<file path="src/rtl/wb_b3_pkg.sv">
// Shared Wishbone B3 encodings and the burst master's FSM state type.
package wb_b3_pkg;

  localparam logic [2:0] CTI_CLASSIC = 3'b000;
  localparam logic [2:0] CTI_CONST   = 3'b001;
  localparam logic [2:0] CTI_INC     = 3'b010;
  localparam logic [2:0] CTI_EOB     = 3'b111;

  localparam logic [1:0] BTE_LINEAR = 2'b00;
  localparam logic [1:0] BTE_WRAP4  = 2'b01;
  localparam logic [1:0] BTE_WRAP8  = 2'b10;
  localparam logic [1:0] BTE_WRAP16 = 2'b11;

  typedef enum logic {
    ST_IDLE = 1'b0,
    ST_BUS  = 1'b1
  } state_t;

endpackage

</file>
<file path="src/rtl/wb_b3_burst_master_if.sv">
// Wishbone B3 bus bundle between one initiator and the slave fabric.
interface wb_b3_burst_master_if #(
  parameter int dw = 32,
  parameter int aw = 32
);
  logic [aw-1:0] wb_adr_o;
  logic [dw-1:0] wb_dat_o;
  logic [3:0]    wb_sel_o;
  logic          wb_we_o;
  logic [1:0]    wb_bte_o;
  logic [2:0]    wb_cti_o;
  logic          wb_cyc_o;
  logic          wb_stb_o;
  logic [dw-1:0] wb_dat_i;
  logic          wb_ack_i;
  logic          wb_err_i;
  logic          wb_rty_i;

  modport master (
    output wb_adr_o, wb_dat_o, wb_sel_o, wb_we_o, wb_bte_o, wb_cti_o, wb_cyc_o, wb_stb_o,
    input  wb_dat_i, wb_ack_i, wb_err_i, wb_rty_i
  );

  modport slave (
    input  wb_adr_o, wb_dat_o, wb_sel_o, wb_we_o, wb_bte_o, wb_cti_o, wb_cyc_o, wb_stb_o,
    output wb_dat_i, wb_ack_i, wb_err_i, wb_rty_i
  );
endinterface

</file>
<file path="src/rtl/wb_b3_adr_next.sv">
// Next word address of a Wishbone burst: linear increment or 4/8/16-beat wrap.
module wb_b3_adr_next
  import wb_b3_pkg::*;
#(
  parameter int aw = 32
) (
  input  logic [aw-3:0] word_adr,
  input  logic [1:0]    bte,
  output logic [aw-3:0] next_adr
);

  logic [aw-3:0] inc;
  logic [aw-3:0] mask;

  // Only the masked low bits take the incremented value; the rest hold.
  always_comb begin
    inc  = word_adr + (aw-2)'(1);
    mask = '1;
    case (bte)
      BTE_LINEAR: mask = '1;
      BTE_WRAP4:  mask = (aw-2)'(4'h3);
      BTE_WRAP8:  mask = (aw-2)'(4'h7);
      BTE_WRAP16: mask = (aw-2)'(4'hf);
    endcase
    next_adr = (word_adr & ~mask) | (inc & mask);
  end

endmodule

</file>
<file path="src/rtl/wb_b3_burst_master.sv">
// Wishbone B3 burst initiator: one command becomes one registered-feedback burst.
module wb_b3_burst_master
  import wb_b3_pkg::*;
#(
  parameter int dw    = 32,
  parameter int aw    = 32,
  parameter int len_w = 4
) (
  input  logic             wb_clk_i,
  input  logic             wb_rst_i,
  // Handshakes: cmd is taken on a cycle with cmd_valid_i & cmd_ready_o; a write
  // beat is taken on a cycle with wr_valid_i & wr_ready_o; rd_valid_o has no ready.
  input  logic             cmd_valid_i,
  output logic             cmd_ready_o,
  input  logic             cmd_we_i,
  input  logic [aw-1:0]    cmd_adr_i,
  input  logic [len_w-1:0] cmd_len_i,
  input  logic [1:0]       cmd_bte_i,
  input  logic [dw-1:0]    wr_dat_i,
  input  logic [3:0]       wr_sel_i,
  input  logic             wr_valid_i,
  output logic             wr_ready_o,
  output logic [dw-1:0]    rd_dat_o,
  output logic             rd_valid_o,
  output logic             done_o,
  output logic             err_o,
  output state_t           state_o,
  wb_b3_burst_master_if.master wb
);

  localparam logic [len_w:0]  REM_ONE  = (len_w+1)'(1);
  localparam logic [len_w:0]  REM_TWO  = (len_w+1)'(2);
  localparam logic [aw-1:0]   WORD_MSK = ~(aw'(3));

  state_t          state;
  logic [aw-1:0]   adr_r;
  logic            we_r;
  logic [1:0]      bte_r;
  logic [2:0]      cti_r;
  logic            cyc_r;
  logic            stb_r;
  logic [len_w:0]  remaining;
  logic [aw-3:0]   adr_nxt;
  logic            stb_gated;
  logic            bus_live;
  logic            bus_err;
  logic            bus_ack;

  wb_b3_adr_next #(.aw(aw)) u_adr_next (
    .word_adr (adr_r[aw-1:2]),
    .bte      (bte_r),
    .next_adr (adr_nxt)
  );

  // A write beat only strobes while its data is present; cyc holds across the gap.
  assign stb_gated = stb_r & (~we_r | wr_valid_i);
  assign bus_live  = (state == ST_BUS) & cyc_r & stb_gated;
  assign bus_err   = bus_live & (wb.wb_err_i | wb.wb_rty_i);
  assign bus_ack   = bus_live & wb.wb_ack_i & ~(wb.wb_err_i | wb.wb_rty_i);

  assign cmd_ready_o = (state == ST_IDLE);
  assign wr_ready_o  = we_r & bus_ack;
  assign state_o     = state;

  assign wb.wb_adr_o = adr_r;
  assign wb.wb_dat_o = wr_dat_i;
  assign wb.wb_sel_o = we_r ? wr_sel_i : 4'hf;
  assign wb.wb_we_o  = we_r;
  assign wb.wb_bte_o = bte_r;
  assign wb.wb_cti_o = cti_r;
  assign wb.wb_cyc_o = cyc_r;
  assign wb.wb_stb_o = stb_gated;

  always_ff @(posedge wb_clk_i or posedge wb_rst_i) begin
    if (wb_rst_i) begin
      state      <= ST_IDLE;
      adr_r      <= '0;
      we_r       <= 1'b0;
      bte_r      <= BTE_LINEAR;
      cti_r      <= CTI_CLASSIC;
      cyc_r      <= 1'b0;
      stb_r      <= 1'b0;
      remaining  <= '0;
      rd_dat_o   <= '0;
      rd_valid_o <= 1'b0;
      done_o     <= 1'b0;
      err_o      <= 1'b0;
    end else begin
      rd_valid_o <= 1'b0;
      done_o     <= 1'b0;
      err_o      <= 1'b0;
      case (state)
        ST_IDLE: begin
          if (cmd_valid_i) begin
            state     <= ST_BUS;
            adr_r     <= cmd_adr_i & WORD_MSK;
            we_r      <= cmd_we_i;
            bte_r     <= cmd_bte_i;
            remaining <= (len_w+1)'(cmd_len_i) + REM_ONE;
            cti_r     <= (cmd_len_i == '0) ? CTI_CLASSIC : CTI_INC;
            cyc_r     <= 1'b1;
            stb_r     <= 1'b1;
          end
        end
        ST_BUS: begin
          if (bus_err) begin
            state <= ST_IDLE;
            cyc_r <= 1'b0;
            stb_r <= 1'b0;
            err_o <= 1'b1;
          end else if (bus_ack) begin
            remaining     <= remaining - REM_ONE;
            adr_r[aw-1:2] <= adr_nxt;
            if (!we_r) begin
              rd_dat_o   <= wb.wb_dat_i;
              rd_valid_o <= 1'b1;
            end
            if (remaining == REM_ONE) begin
              state  <= ST_IDLE;
              cyc_r  <= 1'b0;
              stb_r  <= 1'b0;
              done_o <= 1'b1;
            end else if (remaining == REM_TWO) begin
              cti_r <= CTI_EOB;
            end
          end
        end
        default: state <= ST_IDLE;
      endcase
    end
  end

endmodule

</file>
<file path="src/flat_wrapper.sv">
// flat-port wrapper written by rule: the top's interface ports become plain ports
module wb_b3_burst_master_flat import wb_b3_pkg::*;
#(
  parameter int dw    = 32,
  parameter int aw    = 32,
  parameter int len_w = 4
)
  (wb_clk_i, wb_rst_i, cmd_valid_i, cmd_ready_o, cmd_we_i, cmd_adr_i, cmd_len_i, cmd_bte_i, wr_dat_i, wr_sel_i, wr_valid_i, wr_ready_o, rd_dat_o, rd_valid_o, done_o, err_o, state_o, wb_wb_adr_o, wb_wb_dat_o, wb_wb_sel_o, wb_wb_we_o, wb_wb_bte_o, wb_wb_cti_o, wb_wb_cyc_o, wb_wb_stb_o, wb_wb_dat_i, wb_wb_ack_i, wb_wb_err_i, wb_wb_rty_i);
  wb_b3_burst_master_if #(.dw(dw), .aw(aw)) wb_i ();
  input  logic wb_clk_i;
  input  logic wb_rst_i;
  input  logic cmd_valid_i;
  output logic cmd_ready_o;
  input  logic cmd_we_i;
  input  logic [aw-1:0] cmd_adr_i;
  input  logic [len_w-1:0] cmd_len_i;
  input  logic [1:0] cmd_bte_i;
  input  logic [dw-1:0] wr_dat_i;
  input  logic [3:0] wr_sel_i;
  input  logic wr_valid_i;
  output logic wr_ready_o;
  output logic [dw-1:0] rd_dat_o;
  output logic rd_valid_o;
  output logic done_o;
  output logic err_o;
  output state_t state_o;
  output wire logic [$bits(wb_i.wb_adr_o)-1:0] wb_wb_adr_o;
  output wire logic [$bits(wb_i.wb_dat_o)-1:0] wb_wb_dat_o;
  output wire logic [$bits(wb_i.wb_sel_o)-1:0] wb_wb_sel_o;
  output wire logic [$bits(wb_i.wb_we_o)-1:0] wb_wb_we_o;
  output wire logic [$bits(wb_i.wb_bte_o)-1:0] wb_wb_bte_o;
  output wire logic [$bits(wb_i.wb_cti_o)-1:0] wb_wb_cti_o;
  output wire logic [$bits(wb_i.wb_cyc_o)-1:0] wb_wb_cyc_o;
  output wire logic [$bits(wb_i.wb_stb_o)-1:0] wb_wb_stb_o;
  input wire logic [$bits(wb_i.wb_dat_i)-1:0] wb_wb_dat_i;
  input wire logic [$bits(wb_i.wb_ack_i)-1:0] wb_wb_ack_i;
  input wire logic [$bits(wb_i.wb_err_i)-1:0] wb_wb_err_i;
  input wire logic [$bits(wb_i.wb_rty_i)-1:0] wb_wb_rty_i;
  assign wb_wb_adr_o = wb_i.wb_adr_o;
  assign wb_wb_dat_o = wb_i.wb_dat_o;
  assign wb_wb_sel_o = wb_i.wb_sel_o;
  assign wb_wb_we_o = wb_i.wb_we_o;
  assign wb_wb_bte_o = wb_i.wb_bte_o;
  assign wb_wb_cti_o = wb_i.wb_cti_o;
  assign wb_wb_cyc_o = wb_i.wb_cyc_o;
  assign wb_wb_stb_o = wb_i.wb_stb_o;
  assign wb_i.wb_dat_i = wb_wb_dat_i;
  assign wb_i.wb_ack_i = wb_wb_ack_i;
  assign wb_i.wb_err_i = wb_wb_err_i;
  assign wb_i.wb_rty_i = wb_wb_rty_i;
  wb_b3_burst_master #(.dw(dw), .aw(aw), .len_w(len_w)) u_core (.wb_clk_i(wb_clk_i), .wb_rst_i(wb_rst_i), .cmd_valid_i(cmd_valid_i), .cmd_ready_o(cmd_ready_o), .cmd_we_i(cmd_we_i), .cmd_adr_i(cmd_adr_i), .cmd_len_i(cmd_len_i), .cmd_bte_i(cmd_bte_i), .wr_dat_i(wr_dat_i), .wr_sel_i(wr_sel_i), .wr_valid_i(wr_valid_i), .wr_ready_o(wr_ready_o), .rd_dat_o(rd_dat_o), .rd_valid_o(rd_valid_o), .done_o(done_o), .err_o(err_o), .state_o(state_o), .wb(wb_i));
endmodule
</file>
<file path="config.mk">
export PLATFORM = sky130hd
export DESIGN_NAME = wb_b3_burst_master_flat
export DESIGN_NICKNAME = d
export VERILOG_FILES = /design/src/rtl/wb_b3_pkg.sv /design/src/rtl/wb_b3_burst_master_if.sv /design/src/rtl/wb_b3_adr_next.sv /design/src/rtl/wb_b3_burst_master.sv /design/src/flat_wrapper.sv
export SDC_FILE = /design/constraint.sdc
export NUM_CORES = 1
export LEC_CHECK = 0
export CORE_MARGIN = 3
export CORE_UTILIZATION = 44
export CTS_CLUSTER_DIAMETER = 30
export CTS_CLUSTER_SIZE = 16
export DETAILED_ROUTE_END_ITERATION = 10
export HOLD_SLACK_MARGIN = 0.12
export MAX_ROUTING_LAYER = met4
export PLACE_DENSITY = 0.84
export SETUP_SLACK_MARGIN = 0.2
export SLEW_MARGIN = 20
export SYNTH_ARGS = -nofsm -noshare
export SYNTH_HDL_FRONTEND = slang
export SYNTH_SLANG_ARGS = --single-unit
</file>
<file path="constraint.sdc">
create_clock -name wb_clk_i -period 7.2 [get_ports wb_clk_i]
set_clock_uncertainty 0.1 [all_clocks]
set_input_delay 1.44 -clock wb_clk_i [delete_from_list [all_inputs] [get_ports wb_clk_i]]
set_output_delay 1.44 -clock wb_clk_i [all_outputs]
set_load 0.01 [all_outputs]
</file>
==> results of run 1 <==
report_power, final:
| part | internal [mW] | switching, mW |
|---|---|---|
| registers | 0.633 | 0.240 |
| clock network | 0.133 | 0.164 |
| logic | 0.657 | 0.495 |
| total | 1.42 | 0.899 |
through the flow:
step           total power [mW]  area, µm²  cells
3_3_place_gp               1.99       5870    672
5_1_grt                    2.48       6040    688
3_5_place_dp               2.04       5870    672
4_1_cts                    2.34       6040    688
2_1_floorplan              1.45       4470    432
6_report                   2.32       6040    688
cells in the final DEF (no fill, tap or decap), types with 5 or more instances in the layout:
cell type / synthesis / final
clkbuf_8: 0 / 10
a32oi_1: 5 / 5
o21ai_0: 25 / 25
o21ai_1: 19 / 19
nand3_1: 9 / 9
dfrtp_1: 77 / 77
ha_1: 8 / 8
and3_1: 6 / 6
nor4_1: 6 / 6
mux2_4: 29 / 29
nand4_1: 6 / 6
nor2_1: 31 / 31
inv_1: 14 / 13
nand2b_1: 5 / 5
nor3_1: 6 / 6
nand2_1: 27 / 27
clkdlybuf4s50_1: 0 / 159
a31oi_1: 8 / 8
a21oi_1: 16 / 16
and4_1: 6 / 6
critical path, delay by kind of cell:
family,cells,cell delay [ns]
buf+inv,2,0.99
simple gates,3,0.84
logic make-up (layout without fill, tap and decap cells):
| family | count (synthesis) | count (layout) | synth area share [%] |
|---|---|---|---|
| XOR/XNOR | 6 | 6 | 1.18 |
| AO/OA/AOI/OAI | 106 | 106 | 15.5 |
| flip-flops | 77 | 77 | 43.1 |
| other | 1 | 2 | 0.0839 |
| adder cells (fa/ha/maj) | 8 | 8 | 2.24 |
| buffers and inverters | 70 | 193 | 10.0 |
| multiplexers | 36 | 36 | 11.4 |
| AND/OR/NAND/NOR | 127 | 127 | 16.5 |
per-layer routing:
layer,wire [µm],vias to the layer above
li1,-,1761
met3,1060,26
met5,0,-
met4,180,0
met1,5250,1843
met2,6060,201
final timing paths:
check | slack [ns] | endpoint | startpoint | depth (start not counted)
max in group asynchronous | 4.75 | u_core.rd_dat_o[28] | wb_rst_i | 3
worst max register to register | 4.50 | register | u_core.state_o | 6
worst min register to register | 0.41 | u_core.rd_dat_o[4] | u_core.rd_dat_o[4] | 1
worst min-delay path | 0.41 | u_core.rd_dat_o[4] | u_core.rd_dat_o[4] | 1
worst max-delay path | 2.38 | wr_ready_o | wb_wb_rty_i | 5
min in group asynchronous | 1.61 | u_core.rd_dat_o[9] | wb_rst_i | 3
final cells by class:
cell class	instances	area [µm²]
multi-input cells	285	2100
fillers	827	3770
repair buffers	163	1620
clock inverters	6	38.8
flip-flops and latches	77	1930
well taps	133	166
clock buffers	10	138
inverters	14	53.8
==> results.yml, run 1 <==
run_status:
  status: "finished, final reports clean"
pwr:
  ir_worst_vdd_uv: 186
  p_leak_nw: 2.59
  p_per_area_nw_per_um2: 384
synth:
  synth_top_area_share_pct: 43.1
  synth_area_leaders: "dfrtp_1, mux2_4, buf_4"
  synth_area_leader_cell: "dfrtp_1"
  async_flop_share_pct: 100
  synthTopCellsByCount: "dfrtp_1, buf_4, nor2_1, mux2_4, nand2_1"
  yosysMostFrequentCell: "dfrtp_1"
  synth_ff_type: "dfrtp_1"
  synth.yosys.seq_area_share_pct: 43.1
  avgSynthCellArea_um2: 10.4
  synth-edff-count: 0
  synth-warning-count: 0
  yosys.cell_types.count: 66
  syn_area_um2: 4470
  synth_seq_cells: 77
  synth_cells: 431
place:
  place_ws_ns: 2.40
  hpwl_um: 9300
  gp_congestion: 0.838
  port_buffers: 159
sta:
  setup_slack_ns: 2.38
  rsz0062_at_grt: "false"
  final-hold-violation-count: 0
  finalSetupTns_ns: 0
  holdWs_ns: 0.408
  finalCritPeriodShare_pct: 67.0
  min_period_ns: 4.82
  max_slew_margin_pct: 28.5
  setup_viol: 0
  tightest_slew_ns: 1.07
  finalMaxSlewViolations: 0
  timing.fmax_mhz: 207
floorplan:
  die_x_um: 107
  dieArea_um2: 11400
  fp.coreArea_um2: 9820
  io_pins: 228
  rows: 36
  die_height_um: 107
  start_util_pct: 45.5
route:
  dr_total_vias: 3831
  dr.pass1.iters: 5
  drtIter0Drc: 238
  vias_per_cell: 5.57
  drc: 0
  wl_um: 12600
  drtAntennaViolNets: 0
  post_drt_wl_per_cell_um: 18.3
cells_and_area:
  drive_gt1_share_pct: 12.3
  utilization_pct: 61.6
  area_delta_synth_final_pct: 35.2
  fin_nets: 672
  n_antenna_cell: 0
worst_setup_path:
  cp-start-kind: "input port"
  crit_type: "input port to output port"
  crit_path_max_fanout: 6
  cp_cell_sequence: "clkdlybuf4s50_1 -> nor3b_4 -> and3_1 -> and3_1 -> clkdlybuf4s50_1"
  endpoint_kind: "output port"
  cp_data_required_time_ns: 5.66
  cp.arrival_ns: 3.28
  critPathMaxStageDelay_ns: 0.54
  cp_slowest_cell: "clkdlybuf4s50_1"
global_routing:
  top_usage_layer: "met2"
  use_met1_pct: 27.8
  antenna_found_initial: 0
  grt_pass1_wl_um: 19800
  overflow: 0
  use_met2_pct: 36.6
  grt_max_degree: 78
  grt_usage_pct: 22.4
  grt_pass1_vias: 3861
  gr-usage-met3_pct: 4.52
clocking:
  root_buffer: "clkbuf_8"
  cts_sinks: 77
  cts.path.max_buffers: 2
  cts_resized: 0
  cts_tree: "done"
  cts_hold_buf: 0
  htreeDepth: 3
  insertion_delay_ns: 0.34
  postCtsSetupBuffers: 0
  cts_buffers: 9
  clk_pin_slew_ns: 0.07
hold_path:
  hold_class: "register to register"
run:
  cap_violations: 0
Power figures use the tool's default switching activity.
==> run 2: changes to the inputs <==
--- a/config.mk
+++ b/config.mk
@@ -6,13 +6,13 @@
 export NUM_CORES = 1
 export LEC_CHECK = 0
 export CORE_MARGIN = 3
-export CORE_UTILIZATION = 44
+export CORE_UTILIZATION = 41
 export CTS_CLUSTER_DIAMETER = 30
 export CTS_CLUSTER_SIZE = 16
 export DETAILED_ROUTE_END_ITERATION = 10
 export HOLD_SLACK_MARGIN = 0.12
 export MAX_ROUTING_LAYER = met4
-export PLACE_DENSITY = 0.84
+export PLACE_DENSITY = 0.79
 export SETUP_SLACK_MARGIN = 0.2
 export SLEW_MARGIN = 20
 export SYNTH_ARGS = -nofsm -noshare
==> constraint.sdc (replaced) <==
create_clock -name wb_clk_i -period 4.78 [get_ports wb_clk_i]
set_clock_uncertainty 0.1 [all_clocks]
set_input_delay 0.956 -clock wb_clk_i [delete_from_list [all_inputs] [get_ports wb_clk_i]]
set_output_delay 0.956 -clock wb_clk_i [all_outputs]
set_load 0.01 [all_outputs]
==> run 2 against run 1 <==
Against the previous run:
- non-clock buffer count unchanged
- cell count increased by 0.44%
- hold slack got worse by 0.013 ns
- sequential share of layout area decreased by 0.12 points
- combinational power increased by 50%
- worst setup slack got worse by 1.4 ns
- via count decreased by 1.1%
- count of clock-buffer cells in the layout increased by 1
- global-route usage decreased by 1.2 points
- critical path type unchanged
- critical endpoint unchanged
==> results.yml, run 2 (synthesis results as in run 1) <==
run_status:
  status: "finished, final reports clean"
sta:
  final-hold-violation-count: 0
  tightest_slew_ns: 1.04
  finalCritPeriodShare_pct: 80.5
  setup_viol: 0
  max_slew_margin_pct: 30.3
  finalSetupTns_ns: 0
  holdWs_ns: 0.396
  rsz0062_at_grt: "false"
  finalMaxSlewViolations: 0
  timing.fmax_mhz: 260
  min_period_ns: 3.85
route:
  dr_total_vias: 3788
  vias_per_cell: 5.48
  drc: 0
  post_drt_wl_per_cell_um: 18.3
  drtAntennaViolNets: 0
  dr.pass1.iters: 4
  wl_um: 12600
  drtIter0Drc: 188
cells_and_area:
  stdcell_count: 691
  n_antenna_cell: 0
  area_delta_synth_final_pct: 35.7
  final_cell_mix: "clkdlybuf4s50_1, dfrtp_1, nor2_1"
  final_common_cell: "clkdlybuf4s50_1"
  drive_gt1_share_pct: 12.1
  fin_nets: 672
floorplan:
  start_util_pct: 42.7
  io_pins: 228
  fp.coreArea_um2: 10500
  die_height_um: 110
  die_x_um: 110
  rows: 37
  dieArea_um2: 12200
pwr:
  pwr-share-clk_pct: 13.8
  intPower_mw: 2.18
  p_seq_share_pct: 37.2
  power_switching_mw: 1.35
  switching_share_pct: 38.2
  p_per_area_nw_per_um2: 583
  combPwrFrac_pct: 49.0
  ir_worst_vdd_uv: 282
  p_leak_nw: 2.59
global_routing:
  overflow: 0
  grt_pass1_wl_um: 20700
  antenna_found_initial: 0
  grt_pass1_vias: 3943
  grt_usage_pct: 21.2
  grt_max_degree: 46
worst_setup_path:
  crit_path_max_fanout: 6
  cp_slowest_cell: "clkdlybuf4s50_1"
  crit_type: "input port to output port"
  critPathMaxStageDelay_ns: 0.54
  cp_cell_sequence: "clkdlybuf4s50_1 -> nor3b_4 -> and3_1 -> and3_1 -> clkdlybuf4s50_1"
  cp-start-kind: "input port"
  cp.arrival_ns: 2.79
  endpoint_kind: "output port"
  cp_data_required_time_ns: 3.72
clocking:
  cts_sinks: 77
  cts.path.max_buffers: 2
  postCtsSetupBuffers: 0
  insertion_delay_ns: 0.34
  root_buffer: "clkbuf_8"
  cts_buffers: 9
  htreeDepth: 3
  cts_hold_buf: 0
  clk_pin_slew_ns: 0.07
  cts_resized: 0
  cts_tree: "done"
place:
  port_buffers: 159
  dp_cells: 675
  hpwl_um: 9420
  gp_congestion: 0.887
run:
  cap_violations: 0
hold_path:
  hold_class: "register to register"
==> run 2: cell count changes in the layout (fill, tap and decap cells not counted), sizes merged <==
cell and change:
clkinvlp +1, bufinv +1, clkinv -3, clkbuf +1
==> run 2: stage by stage <==
stage | util [%] | setup WS (ns) | cell area (µm²) | total power [mW]
4_1_cts | 58.0 | 0.926 | 6060 | 3.57
2_1_floorplan | - | 1.76 | 4470 | 2.18
5_1_grt | 58.0 | 0.854 | 6070 | 3.79
3_5_place_dp | 56.1 | 0.941 | 5870 | 3.07
6_report | 58.0 | 0.932 | 6070 | 3.54
3_3_place_gp | 56.1 | 0.954 | 5870 | 3.00
==> run 2: layout make-up <==
class	count	area [µm²]
tap	136	170
inverter	14	53.8
sequential	77	1930
clock inverter	5	61.3
fill	903	4400
multi-input combinational	285	2100
clock buffer	11	131
timing repair buffer	163	1620
==> run 2: path summary, 6_finish.rpt <==
path | startpoint | to | slack [ns] | cells past startpoint
worst max-delay path | wb_wb_rty_i | wr_ready_o | 0.93 | 5
worst min-delay path | u_core.rd_dat_o[31] | u_core.rd_dat_o[31] | 0.40 | 1
worst max register to register | u_core.state_o | u_core.remaining[3] | 2.21 | 6
worst min register to register | u_core.rd_dat_o[31] | u_core.rd_dat_o[31] | 0.40 | 1
max in group asynchronous | wb_rst_i | u_core.rd_dat_o[30] | 2.68 | 3
min in group asynchronous | wb_rst_i | asynchronous set/reset pin | 0.97 | 2
==> run 2: power groups by stage <==
stage	Sequential [mW]	Combinational [mW]	Clock, mW
4_1_cts	1.31	1.76	0.498
3_5_place_dp	1.32	1.75	0
3_3_place_gp	1.30	1.70	0
6_report	1.31	1.73	0.487
5_1_grt	1.38	1.88	0.529
2_1_floorplan	1.36	0.825	0
==> run 2: worst max-delay path, delay by kind of cell <==
family / cells / cell delay (ns)
buf+inv: 2 / 1.01
simple gates: 3 / 0.83
==> run 2: metal layers <==
layer / track usage (%) / share of wire [%]
met5: - / 0
met3: 5.48 / 6.8
met1: 26.5 / 44
met4: 5.67 / 1.2
met2: 34.5 / 48
